File: config.mk
export PLATFORM = sky130hd
export DESIGN_NAME = mdr_mem_port
export DESIGN_NICKNAME = d
export VERILOG_FILES = /design/src/rtl/mdr_pkg.sv /design/src/rtl/mdr_timeout_ctr.sv /design/src/rtl/mdr_mem_port.sv
export SDC_FILE = /design/constraint.sdc
export NUM_CORES = 1
export LEC_CHECK = 0
export BUFFER_PORTS_ARGS = -buffer_cell sky130_fd_sc_hd__buf_4
export CAP_MARGIN = 20
export CORE_ASPECT_RATIO = 1.25
export CORE_MARGIN = 2
export CORE_UTILIZATION = 53
export DETAILED_ROUTE_END_ITERATION = 16
export PLACE_DENSITY_LB_ADDON = 0.3
export SYNTH_ARGS = -nofsm -noshare
export SYNTH_HDL_FRONTEND = slang
export SYNTH_SLANG_ARGS = --single-unit
File: constraint.sdc
create_clock -name clk -period 4 [get_ports clk]
set_input_delay 0.6 -clock clk [delete_from_list [all_inputs] [get_ports clk]]
set_output_delay 0.6 -clock clk [all_outputs]
set_load 0.01 [all_outputs]
File: src/rtl/mdr_pkg.sv
// Shared types and defaults for the memory data register port.
package mdr_pkg;

  localparam int MDR_DATA_W = 32;
  localparam int MDR_ADDR_W = 9;

  typedef enum logic [1:0] {
    IDLE   = 2'd0,
    RD_REQ = 2'd1,
    WR_REQ = 2'd2,
    DONE   = 2'd3
  } state_t;

endpackage

File: src/rtl/mdr_timeout_ctr.sv
// Watchdog counter for a pending memory request.
// Used by mdr_mem_port only when MDR_TIMEOUT_EN is defined.
module mdr_timeout_ctr #(
  parameter int TIMEOUT_CYC = 16
) (
  input  logic clk,
  input  logic clear,
  input  logic start,
  input  logic tick,
  output logic expired
);

  localparam int CW = (TIMEOUT_CYC > 2) ? $clog2(TIMEOUT_CYC) : 1;

  logic [CW-1:0] r_cnt;

  always_ff @(posedge clk or negedge clear) begin
    if (!clear) begin
      r_cnt <= '0;
    end else if (start) begin
      r_cnt <= '0;
    end else if (tick) begin
      r_cnt <= r_cnt + 1'b1;
    end
  end

  assign expired = (r_cnt == CW'(TIMEOUT_CYC - 1));

endmodule

File: src/rtl/mdr_mem_port.sv
// Memory data register with a req/ack memory handshake.
// Optional request watchdog enabled by defining MDR_TIMEOUT_EN.
module mdr_mem_port
  import mdr_pkg::*;
#(
  parameter int DATA_W      = MDR_DATA_W,
  parameter int ADDR_W      = MDR_ADDR_W,
  parameter int TIMEOUT_CYC = 16
) (
  input  logic              clk,
  input  logic              clear,
  input  logic [DATA_W-1:0] bus_in,
  input  logic [ADDR_W-1:0] mar_q,
  input  logic              mdr_in,
  input  logic              mdr_out,
  input  logic              read,
  input  logic              write,
  output logic [DATA_W-1:0] bus_out,
  output logic              busy,
  output logic              done,
  output logic              err,
  output logic [ADDR_W-1:0] mem_addr,
  output logic              mem_rd,
  output logic              mem_wr,
  output logic [DATA_W-1:0] mem_wdata,
  input  logic [DATA_W-1:0] mem_rdata,
  input  logic              mem_ack
);

  state_t            r_state;
  logic [DATA_W-1:0] r_mdr;
  logic [DATA_W-1:0] r_wdata;
  logic [ADDR_W-1:0] r_addr;
  logic              r_rd;
  logic              r_wr;
  logic              r_busy;
  logic              r_done;
  logic              r_err;

  logic w_rd_go;
  logic w_wr_go;
  logic w_expired;

  assign w_rd_go = read & ~write;
  assign w_wr_go = write & ~read;

`ifdef MDR_TIMEOUT_EN
  logic w_start;
  logic w_tick;

  assign w_start = (r_state == IDLE) & (w_rd_go | w_wr_go);
  assign w_tick  = ((r_state == RD_REQ) | (r_state == WR_REQ))
                 & ~mem_ack;

  mdr_timeout_ctr #(
    .TIMEOUT_CYC(TIMEOUT_CYC)
  ) u_wdog (
    .clk    (clk),
    .clear  (clear),
    .start  (w_start),
    .tick   (w_tick),
    .expired(w_expired)
  );
`else
  // No watchdog: a request waits for ack forever.
  assign w_expired = (TIMEOUT_CYC < 0);
`endif

  always_ff @(posedge clk or negedge clear) begin
    if (!clear) begin
      r_state <= IDLE;
      r_mdr   <= '0;
      r_wdata <= '0;
      r_addr  <= '0;
      r_rd    <= 1'b0;
      r_wr    <= 1'b0;
      r_busy  <= 1'b0;
      r_done  <= 1'b0;
      r_err   <= 1'b0;
    end else begin
      unique case (r_state)
        IDLE: begin
          if (mdr_in) r_mdr <= bus_in;
          if (w_rd_go) begin
            r_state <= RD_REQ;
            r_addr  <= mar_q;
            r_rd    <= 1'b1;
            r_busy  <= 1'b1;
          end else if (w_wr_go) begin
            // A same-cycle load is sent by the write.
            r_state <= WR_REQ;
            r_addr  <= mar_q;
            r_wr    <= 1'b1;
            r_busy  <= 1'b1;
            r_wdata <= mdr_in ? bus_in : r_mdr;
          end
        end
        RD_REQ: begin
          if (mem_ack | w_expired) begin
            if (mem_ack) r_mdr <= mem_rdata;
            r_err   <= ~mem_ack;
            r_done  <= 1'b1;
            r_rd    <= 1'b0;
            r_busy  <= 1'b0;
            r_state <= DONE;
          end
        end
        WR_REQ: begin
          if (mem_ack | w_expired) begin
            r_err   <= ~mem_ack;
            r_done  <= 1'b1;
            r_wr    <= 1'b0;
            r_busy  <= 1'b0;
            r_wdata <= '0;
            r_state <= DONE;
          end
        end
        DONE: begin
          r_done  <= 1'b0;
          r_err   <= 1'b0;
          r_state <= IDLE;
        end
        default: r_state <= IDLE;
      endcase
    end
  end

  assign bus_out   = {DATA_W{mdr_out}} & r_mdr;
  assign busy      = r_busy;
  assign done      = r_done;
  assign err       = r_err;
  assign mem_addr  = r_addr;
  assign mem_rd    = r_rd;
  assign mem_wr    = r_wr;
  assign mem_wdata = r_wdata;

endmodule

== Word-level counts from Yosys, hierarchy flattened ==
Cells that the tools add are included.
Widths: inputs -> output; s select.
Word-level totals
  register bits: 80
  word-level logic and storage cells: 64
  bits in read-only memories: 0
  bits in writable memories: 0
  input bits: 80
  memories: 0
  bits in latches: 0
  output and inout bits: 78
Cells by class
  add/subtract/negate cells: 0
  order comparisons: 0
  bitwise operators: 6
  div/mod/pow operators: 0
  shifts and indexed selects: 0
  multiplexer cells: 25
  reduce and logical (&&, ||, !) cells: 14
  multipliers: 0
  equal/unequal tests: 10
Operators by type and width (count)
  $mux 32: 5
  $pmux 32 s2: 2
  $and 32x32->32: 1
  $mux 9: 2
  $ne 2x2->1 const B: 5
  $pmux 1 s2: 5
  $reduce_bool 2->1: 5
  $reduce_and 2->1: 4
  $mux 1: 7
  $mux 2: 3
  $pmux 2 s3: 1
  $reduce_and 3->1: 2
  $eq 2x2->1 const B: 2
  $reduce_and 4->1: 1
  $ne 3x3->1 const B: 1
  $not 1->1: 3
  $and 1x1->1: 2
  $eq 2x1->1 const B: 1
  $logic_not 2->1: 1
  $ne 2x1->1 const B: 1
  $reduce_or 2->1: 1

== Logic depth before layout (Yosys ltp) ==
  depth in word-level cells: 5
  mapped depth: 8

== Least setup slack after synthesis ==
OpenSTA, ideal clock, no wires.
  path type: in2reg
  from: input port write
  to: register r_wdata[0] (netlist: mem_wdata[0])
  arrival: 1860 ps
  path buffers: 1
  stages: 6
  required time: 3875 ps
  setup slack: 2016 ps
  library setup time: 125 ps
  cell sequence: inv_1 > ha_1 > nand2b_1 > a221oi_4 > buf_6 > mux2_2
On the way
  word-level cells in the longest chain between the ends: 4
  elaborated cells between the ends (all ways): 6
  classes of those cells: eq/ne (2); bitwise (3); reduce/logical (1)
RTL lines
  start: declaration: line mdr_mem_port.sv:17  | input logic write,
  $not 1->1: line mdr_mem_port.sv:44  | assign w_rd_go = read & ~write;
  $and 1x1->1: line mdr_mem_port.sv:44
  $ne 2x2->1 (no source line)
  $reduce_and 4->1 (no source line) (*)
  end signal: assignment: line mdr_mem_port.sv:95  | r_wdata <= mdr_in ? bus_in : r_mdr;
  end: declaration: line mdr_mem_port.sv:32  | logic [DATA_W-1:0] r_wdata;
Every way passes the cells marked *; elsewhere a longest branch is shown, timed or not.
A chain may end at the register's enable or synchronous reset.

== Final worst setup path ==
  from: register r_state[1]
  to: register r_mdr[5]
On the way
  word-level cells in the longest chain between the ends: 3
  elaborated cells between the ends (all ways): 6
  classes of those cells: eq/ne (2); mux (1); reduce/logical (3)
RTL lines
  start: declaration: line mdr_mem_port.sv:30  | state_t r_state;
  start signal: assignment: line mdr_mem_port.sv:71  | r_state <= IDLE;
  start signal: assignment: line mdr_mem_port.sv:85  | r_state <= RD_REQ;
  start signal: assignment: line mdr_mem_port.sv:91  | r_state <= WR_REQ;
  $eq 2x1->1 or $logic_not 2->1 (tied branches): line mdr_mem_port.sv:81  | unique case (r_state)
  $ne 2x2->1 (no source line) or $reduce_bool 2->1 (tied branches)
  $reduce_and 2->1 (no source line)
  end signal: assignment: line mdr_mem_port.sv:83  | if (mdr_in) r_mdr <= bus_in;
  end signal: assignment: line mdr_mem_port.sv:100  | if (mem_ack) r_mdr <= mem_rdata;
  end: declaration: line mdr_mem_port.sv:31  | logic [DATA_W-1:0] r_mdr;
Several ways; a longest one is shown, not always the timed one.

==> results.yml <==
status:
  status: "finished, final reports clean"
layout:
  num-fill-cells: 566
  layout-drive-gt1-share_pct: 40.4
  multiInputGateArea_um2: 1790
  final_cell_mix: "buf_4 (162), dfrtp_1 (80), inv_1 (38)"
  instances_no_fill: 626
  area_growth_pct: 35.3
  n_antenna_cell: 0
  final_common_cell: "buf_4"
  nets: 620
  seqCellArea_um2: 2000
timing:
  hold_slack_ns: 0.0633
  tns_ns: 0
  finalClockSkew_ns: 0.00690
  setup_violations: 0
  hold_viol: 0
  grt_setup_unrepaired: "false"
  layout_min_cycle_time_ns: 2.30
  fin_crit_sh_pct: 57.4
  fmax_mhz: 436
  drv_slew: 0
  worst_pin_slew_ns: 0.758
  slew_headroom_pct: 49.4
global_route:
  antenna_found_initial: 0
  grt_max_degree: 81
  grt_pass1_vias: 3393
  grt_pass1_wl_um: 16000
  gr-usage-all-layers_pct: 25.3
  grt_overflow: 0
clock_tree:
  cts-root-buf: "clkbuf_8"
  cts_sinks: 80
  clk_path_buf_depth: 2
  cts-buffers-inserted: 9
  cts_tree: "done"
  clk_pin_slew_worst_paths_ns: 0.08
  cts_resized: 0
  cts-hold-fix-buffers: 0
  worstSkewPairLatency_ns: 0.34
  cts_setup_buffers: 0
  h-tree-depth: 3
detailed_routing:
  num_vias: 3355
  drt_iter0_drc: 145
  wl_per_cell_um: 16.6
  drt-total-wl_um: 10400
  vias_per_cell: 5.36
  drc: 0
  dr.pass1.iters: 4
  antenna_left: 0
placement:
  dpl.hpwl_um: 7240
  dp_cells: 610
  finalWeightedCongestion: 0.829
  port_buffers: 157
logic_synthesis:
  syn_area_per_cell_um2: 10.7
  syn-num-nets: 472
  synth-seq-cells: 80
  ys_seq_area_share_pct: 49.2
  synthesis.area_um2: 4070
  ys_warn_count: 0
  ys_types: 25
  syn_inst: 382
die:
  num_io_pins: 158
  die_x_um: 82.4
  rows: 35
  initial_core_util_pct: 55.0
  dieArea_um2: 8400
  core_um2: 7400
  die_y_um: 102
worst_setup_path:
  worstSetupPathType: "reg -> reg"
  critical_path_buf_inv_count: 3
  start_kind: "flip-flop"
  slowest_delay_ns: 0.54
  crit_slowest_cell: "and2_1"
  required_ns: 4.22
  crit_family: "buffers and inverters"
  path_max_fanout: 32
  arrival_ns: 2.51
  crit_top_cell: "buf_4"
  worstSetupEndpointType: "flip-flop"
  crit_chain: "inv_1 -> ha_1 -> nand2_1 -> buf_4 -> and2_1 -> buf_4 -> a21oi_1"
worst_hold_path:
  hold_path.class: "in -> async"
pwr:
  p_leak_nw: 2.84
  design_power_total_mw: 4.19
  p_per_area_nw_per_um2: 762
  vdd_drop_max_uv: 472
run:
  maxCapViolations: 0
-- metal layers --
metal / wire length (µm) / up-vias / part of all wire [%] / track usage (%)
li1: - / 1584 / - / -
met5: 0 / - / 0 / 0
met1: 4140 / 1643 / 40 / 31.2
met2: 5320 / 115 / 51 / 42.4
met4: 184 / 0 / 1.8 / 10.0
met3: 747 / 13 / 7.2 / 6.18
-- stage by stage --
step,utilization [%],setup WS (ns),cell area [µm²]
detailed placement,71.2,1.67,5270
global route,74.4,1.54,5510
floorplan,-,2.02,4070
finish,74.4,1.70,5510
global placement,71.2,1.77,5270
CTS,74.0,1.67,5480
-- worst paths after layout --
check | startpoint | end | slack, ns | cells past startpoint
max in group asynchronous | clear | mem_wdata[15]$_DFFE_PN0P_ | 3.39 | 2
min in group clk | mar_q[6] | mem_addr[6]$_DFFE_PN0P_ | 0.48 | 2
setup reg to reg | r_state[1]$_DFFE_PN0P_ | r_mdr[5]$_DFFE_PN0P_ | 1.70 | 7
hold reg to reg | err$_DFFE_PN0P_ | err$_DFFE_PN0P_ | 0.50 | 1
hold / removal | clear | r_mdr[25]$_DFFE_PN0P_ | 0.06 | 1
setup / recovery | r_state[1]$_DFFE_PN0P_ | r_mdr[5]$_DFFE_PN0P_ | 1.70 | 7
-- registers in the layout, summed over array words and instances (netlist names) --
signal	count
r_mdr	32
mem_addr	9
mem_wr	1
done	1
err	1
mem_rd	1
r_state	2
busy	1
mem_wdata	32
-- cell families after synthesis --
logic type | share of synthesized area [%]
mux | 20.7
flops | 49.2
compound gates | 10.8
fa+ha+maj | 3.07
buf+inv | 6.73
simple gates | 9.47
-- report_power, final --
group | internal (mW) | switching [mW] | leakage [nW]
sequential | 1.21 | 0.253 | 0.926
combinational | 1.09 | 1.01 | 1.81
clock | 0.346 | 0.284 | 0.101
-- Yosys cell counts (all sizes together) --
library cell	n	area [µm²]
o21ai	3	15.0
and2	33	206
o21a	1	7.51
o22ai	31	194
nand2b	1	6.26
buf	12	78.8
mux2i	37	370
ha	10	125
a21oi	33	165
a21o	1	7.51
a221oi	1	26.3
a211oi	1	7.51
mux2	42	473
nand3b	1	7.51
dfrtp	80	2000
clkbuf	14	52.6
nor3b	1	7.51
nor2b	3	18.8
o2bb2ai	1	8.76
inv	38	143
nand2	2	7.51
nor2	35	131
a2bb2oi	1	8.76
-- cell type report --
type	instances	share of cell area, %
repair buffers	163	22.6
inverters	38	2.59
multi-input cells	238	32.6
well taps	92	2.09
clock inverters	6	1.55
flip-flops and latches	80	36.4
clock buffers	9	2.25
No activity file was read; power rests on OpenSTA's default activity.
